### config.mk
export PLATFORM = sky130hd
export DESIGN_NAME = fetch_decode_hazard_ctrl
export DESIGN_NICKNAME = d
export VERILOG_FILES = /design/src/rtl/fetch_decode_hazard_ctrl.sv
export SDC_FILE = /design/constraint.sdc
export NUM_CORES = 1
export LEC_CHECK = 0
export ABC_AREA = 1
export ABC_CLOCK_PERIOD_IN_PS = 1650
export BUFFER_PORTS_ARGS = -buffer_cell sky130_fd_sc_hd__buf_4
export CORE_AREA = 3 3 40 42
export CTS_CLUSTER_SIZE = 16
export DETAILED_ROUTE_END_ITERATION = 16
export DIE_AREA = 0 0 43 45
export GPL_ROUTABILITY_DRIVEN = 0
export GPL_TIMING_DRIVEN = 0
export PLACE_DENSITY_LB_ADDON = 0.3
export SYNTH_ARGS = -nofsm -noshare
export SYNTH_HDL_FRONTEND = slang
export SYNTH_SLANG_ARGS = --single-unit
export TNS_END_PERCENT = 30
### constraint.sdc
create_clock -name Clk -period 1.65 [get_ports Clk]
set_input_delay 0.0825 -clock Clk [delete_from_list [all_inputs] [get_ports Clk]]
set_output_delay 0.0825 -clock Clk [all_outputs]
set_load 0.02 [all_outputs]
### src/rtl/fetch_decode_hazard_ctrl.sv
// IF/ID + PC hazard control: load-use, taken-branch flush, mult/div stall.
// Optional stall counter output guarded by HAZARD_STATS_EN.
module fetch_decode_hazard_ctrl #(
  parameter int MULDIV_CYCLES = 4,
  parameter int CNT_W         = 4
) (
  input  logic        Clk,
  input  logic        Reset,
  input  logic [4:0]  IDRs,
  input  logic [4:0]  IDRt,
  input  logic        IDUsesRs,
  input  logic        IDUsesRt,
  input  logic        IDMulDiv,
  input  logic        EXMemRead,
  input  logic [4:0]  EXRt,
  input  logic        EXBranchTaken,
  output logic        PCWrite,
  output logic        IFIDWrite,
  output logic        IFIDFlush,
  output logic        IDEXBubble,
`ifdef HAZARD_STATS_EN
  output logic        MulDivBusy,
  output logic [31:0] StallCount
`else
  output logic        MulDivBusy
`endif
);

  typedef enum logic {RUN, MDBUSY} state_t;

  state_t           r_state, w_state_nxt;
  logic [CNT_W-1:0] r_cnt, w_cnt_nxt;
  logic             w_lu;
  logic             w_busy;

  assign w_busy = (r_state == MDBUSY);

  assign w_lu = EXMemRead && (EXRt != 5'd0) &&
                ((IDUsesRs && (IDRs == EXRt)) ||
                 (IDUsesRt && (IDRt == EXRt)));

  always_comb begin
    PCWrite    = 1'b1;
    IFIDWrite  = 1'b1;
    IFIDFlush  = 1'b0;
    IDEXBubble = 1'b0;
    MulDivBusy = w_busy && Reset;
    if (!Reset) begin
      PCWrite    = 1'b0;
      IFIDWrite  = 1'b0;
      IFIDFlush  = 1'b1;
      IDEXBubble = 1'b1;
    end else if (EXBranchTaken) begin
      IFIDFlush  = 1'b1;
      IDEXBubble = 1'b1;
    end else if (w_busy || w_lu) begin
      PCWrite    = 1'b0;
      IFIDWrite  = 1'b0;
      IDEXBubble = 1'b1;
    end
  end

  // A flushed or load-stalled mult/div must not start the countdown.
  always_comb begin
    w_state_nxt = r_state;
    w_cnt_nxt   = r_cnt;
    if (w_busy) begin
      w_cnt_nxt = r_cnt - 1'b1;
      if (r_cnt <= CNT_W'(1))
        w_state_nxt = RUN;
    end else if (!EXBranchTaken && !w_lu && IDMulDiv) begin
      w_cnt_nxt   = CNT_W'(MULDIV_CYCLES - 1);
      w_state_nxt = MDBUSY;
    end
  end

  always_ff @(posedge Clk or negedge Reset) begin
    if (!Reset) begin
      r_state <= RUN;
      r_cnt   <= '0;
    end else begin
      r_state <= w_state_nxt;
      r_cnt   <= w_cnt_nxt;
    end
  end

`ifdef HAZARD_STATS_EN
  logic [31:0] r_stall_cnt;

  always_ff @(posedge Clk or negedge Reset) begin
    if (!Reset)
      r_stall_cnt <= '0;
    else if (!IFIDWrite)
      r_stall_cnt <= r_stall_cnt + 32'd1;
  end

  assign StallCount = r_stall_cnt;
`endif

endmodule

Word-level counts from Yosys, hierarchy flattened. Index checks and enable logic that the tools add are counted.

Register bits after elaboration: 5. Bits of input ports: 22. Output and inout port bits: 5. Word-level logic and storage cells: 32.

Add/subtract/negate cells: 1. Order comparisons: 1. Equal/unequal tests: 2. Mux-type cells: 13. Reduce and logical (&&, ||, !) cells: 13.

Operators by type and width (number): $mux 1 (11); $eq 5x5->1 (2); $mux 4 (2); $logic_and 1x1->1 (7); $reduce_bool 5->1 (1); $le 4x1->1 const B (1); $sub 4x1->4 const B (1); $logic_not 1->1 (2); $logic_or 1x1->1 (2); $reduce_bool 2->1 (1).

Depth between registers and ports, before layout.
Depth in word-level cells: 9. Gate-level depth with buffers: 11. Gate-level depth less buffers: 11.

Worst setup path after synthesis. No wires, ideal clock.

Kind: register -> output. From: register r_state. To: output port PCWrite. Arrival time: 1157 ps. Data required time: 1567 ps. Slack: 410 ps. Cell stages (with the launch flop): 5. Buffers on the path: 1. Cells stage by stage: dfrtp_1 clkinv_4 nand2_1 a21boi_1 buf_4.

Cells in the longest elaborated chain, start to end: 4.

Ends and longest elaborated chain: start: declaration (RTL line 31) `state_t r_state, w_state_nxt;`; start signal: assignment (RTL line 82) `r_state <= w_state_nxt;`; $logic_or 1x1->1 (RTL line 56) `end else if (w_busy || w_lu) begin`; $mux 1 (3 in a row); end: declaration (RTL line 17) `output logic PCWrite,`.

No other way between the ends.

Final worst setup path.
From: register r_state. To: output port PCWrite.

Cells in the longest elaborated chain, start to end: 4.

Ends and longest elaborated chain: $logic_or 1x1->1 (RTL line 56); $mux 1 (RTL line 56); $mux 1 (RTL line 53) `end else if (EXBranchTaken) begin`; $mux 1 (RTL line 48) `if (!Reset) begin`.

No other way between the ends.

==> summary.md <==
| Metric | Value |
|---|---|
| Clock share of power | 0.168 |
| Most frequent CP cell | buf_4 |
| Gr busiest metal | met2 |
| Placed insts | around 140 |
| Seq/Total Area, Yosys | 0.225 |
| DR vias | 618 |
| Most frequent cells in the layout | 41 x nand2_1, 27 x buf_4, 19 x inv_1, 8 x nor2_1 |
| Clock Skews | 4.62 ps |
| Vias in the first global route | roughly 550 |
| Hold Path Class | primary input to flop |
| Slew HR | 0.836 |
| Max-Cap Viols | 0 |
| Pre-CTS WS | 450 ps |
| Total power | around 0.8 mW |
| Clk pin slew, worst setup/hold paths | about 40 ps |
| Setup ws final | between 300 and 400 ps |
| Initial core utilization | 0.433 |
| Yosys cell types | 18 |
| Final hold vios | 0 |
| Cell count after synthesis | 100 |
| Worst VDD drop | 0.356 mV |
| Clock Path Buffers | 2 |
| Port bufs | 26 |
| Die height | between 40 and 50 microns |
| Critical path startpoint category | flop |
| Die ar. | between 1500 and 2000 sq um |
| Total global routing overflow | 0 |
| Mean Syn Cell Area | about 5.6 sq um |
| Combinational share of power | 0.538 |
| P_leak | 0.523 nW |
| Net Sw Power | about 0.33 mW |
| Maximum number of pins on one net before global-route repair | 10 |
| TritonCTS clock tree | yes |
| Cell Int Power | about 0.47 mW |
| Die width | around 43 microns |
| Worst path slowest cell | dfrtp_1 |
| Synth Net Count | about 120 |
| Resized cells post-CTS | 0 |
| Clk Latency, worst-skew pair | 230 ps |
| H-tree levels | 1 |
| Synthesis Warnings | 0 |
| Max frequency | roughly 0.76 GHz |
| Final nets | between 150 and 200 |
| Period minus WS final | roughly 1300 ps |
| Setup TNS Final | 0 ps |
| Final Slew Violations | 0 |
| Period utilization | 0.799 |
| Starting DRC count in detailed routing | 5 |
| Final non-filler cell total | 146 |
| Mapped Area | roughly 560 sq um |
| Initial antenna violation count | 0 |
| Avg WL per Cell | a little under 8 microns |
| CP Capture Type | output port |
| Fillers | between 100 and 150 |
| Fraction of layout cells with a size suffix above 1 | 0.313 |
| DRT Pass-1 Iters | 3 |
| Post-route DRC | 0 |
| Clock Root Buffer | clkbuf_4 |
| DR vias/cell | ~4.2 |
| Critical path's top delay family | flip-flops |
| HPWL after DPL | 1010 microns |
| WP data arrival | ~1200 ps |
| Global Route Usage Sum | 0.135 |
| Antenna diode count | 0 |
| M1 GR Usage | 0.148 |
| WHS | roughly 180 ps |
| CTS Buf Count | 3 |
| Met3 usage | 0.0159 |
| Global-route wire length before repair | just under 2000 microns |
| Share of power burned in registers | 0.295 |
| Switching Share | 0.415 |
| Buf/Inv on CP | 3 |
| CP max stage delay | 440 ps |
| WL final | between 1000 and 1500 microns |
| Worst path cell trace | clkinv_4 -> nand2_1 -> a21boi_1 -> buf_4 -> buf_4 |
| Core area | between 1000 and 1500 sq um |
| Power Dens Cells | 988 nW/um^2 |
| GR Layer Usage met2 | 0.243 |
| Commonest non-fill, non-tap cell in the layout | nand2_1 |
| Clock Sinks | 5 |
| RSZ-0062 raised after global routing | no |
| P&R area growth vs syn | 44.9% |
| CP Class | flop to output port |
| Crit-path max FO | 8 |
| Worst path required time | about 1600 ps |
| Slew @ Worst Pin | 245 ps |
| Status | finished clean |
| Io pins | 27 |
| Number of nets with antenna violations after routing | 0 |
| Synth Register Bits | 5 |
| Setup Viol. Count Final | 0 |
| Rows | 13 |
## synthesized netlist by cell type
cell      instances  area [sq um]
nor4_1            1          6.26
ha_1              2          25.0
a21boi_1          1          7.51
nand2_4           1          11.3
nand4_1           3          18.8
nand2_1          41           154
o21ai_1           1          5.00
clkinv_4          1          8.76
dfrtp_1           5           125
buf_4             1          7.51
a21oi_1           1          5.00
nand3_1           4          20.0
nor2_1            8          30.0
nand2_2           2          12.5
inv_2             5          18.8
xor2_1            2          17.5
nor2_2            2          12.5
inv_1            19          71.3
## flip-flops by register name (all words and copies together) (netlist names)
signal	count
r_state	1
r_cnt	4
## final cells by class
cell class,instances,area [sq um],area share
inverters,25,98.8,0.122
clock buffers,4,26.3,0.0326
well taps,15,18.8,0.0233
flip-flops and latches,5,125,0.155
plain buffers,1,7.51,0.00930
multi-input cells,69,325,0.403
repair buffers,27,205,0.254
## worst paths after layout
| path | start | end | slack [ps] | cells past startpoint |
|---|---|---|---|---|
| min | EXBranchTaken | r_state | 180 | 4 |
| max reg2reg | r_cnt[0] | r_cnt[2] | 570 | 6 |
| max in group asynchronous | Reset | r_cnt[1] | 1320 | 2 |
| max | r_state | PCWrite | 330 | 5 |
| min reg2reg | r_cnt[1] | r_cnt[1] | 510 | 2 |
| min in group asynchronous | Reset | r_cnt[0] | 200 | 2 |
## per-layer routing
| layer | routed length, microns | part of all wire | vias to the layer above |
|---|---|---|---|
| met4 | 0 | 0 | 0 |
| met2 | 569 | 0.50 | 19 |
| met3 | 74 | 0.065 | 0 |
| li1 | - | - | 356 |
| met1 | 498 | 0.44 | 243 |
| met5 | 0 | 0 | - |
## timing repair
action | CTS | global route
hold buffers | 1 | 0
buffers inserted | 0 | 0
endpoints found under the hold margin | 5 | 0
## power by group through the flow
stage | registers, mW | clock network, mW | logic (mW)
finish | 0.235 | 0.134 | 0.429
global placement | 0.236 | 0 | 0.423
global route | 0.245 | 0.157 | 0.492
detailed placement | 0.236 | 0 | 0.430
CTS | 0.235 | 0.138 | 0.436
floorplan | 0.229 | 0 | 0.305
## through the flow
stage,utilization,instance area (sq um)
3_5_place_dp,0.600,771
2_1_floorplan,-,557
5_1_grt,0.628,807
6_report,0.628,807
4_1_cts,0.628,807
3_3_place_gp,0.600,771
## tightest hold or removal path, delay by kind of cell
family | cells | cell delay [ps]
AND/OR/NAND/NOR | 2 | 140
buffers and inverters | 1 | 80
AO/OA/AOI/OAI | 1 | 60
## cell families (layout without fill, tap and decap cells)
family,count (synthesis),in the layout,synth area share
xor gates and xnor gates,2,2,0.0315
DFF,5,5,0.225
adders and majority gates,2,2,0.0449
buffers and inverters,26,57,0.191
AOI/OAI and AO/OA,3,3,0.0314
and+or+nand+nor,62,62,0.476
Note: power is estimated with default switching activity, not from simulation.
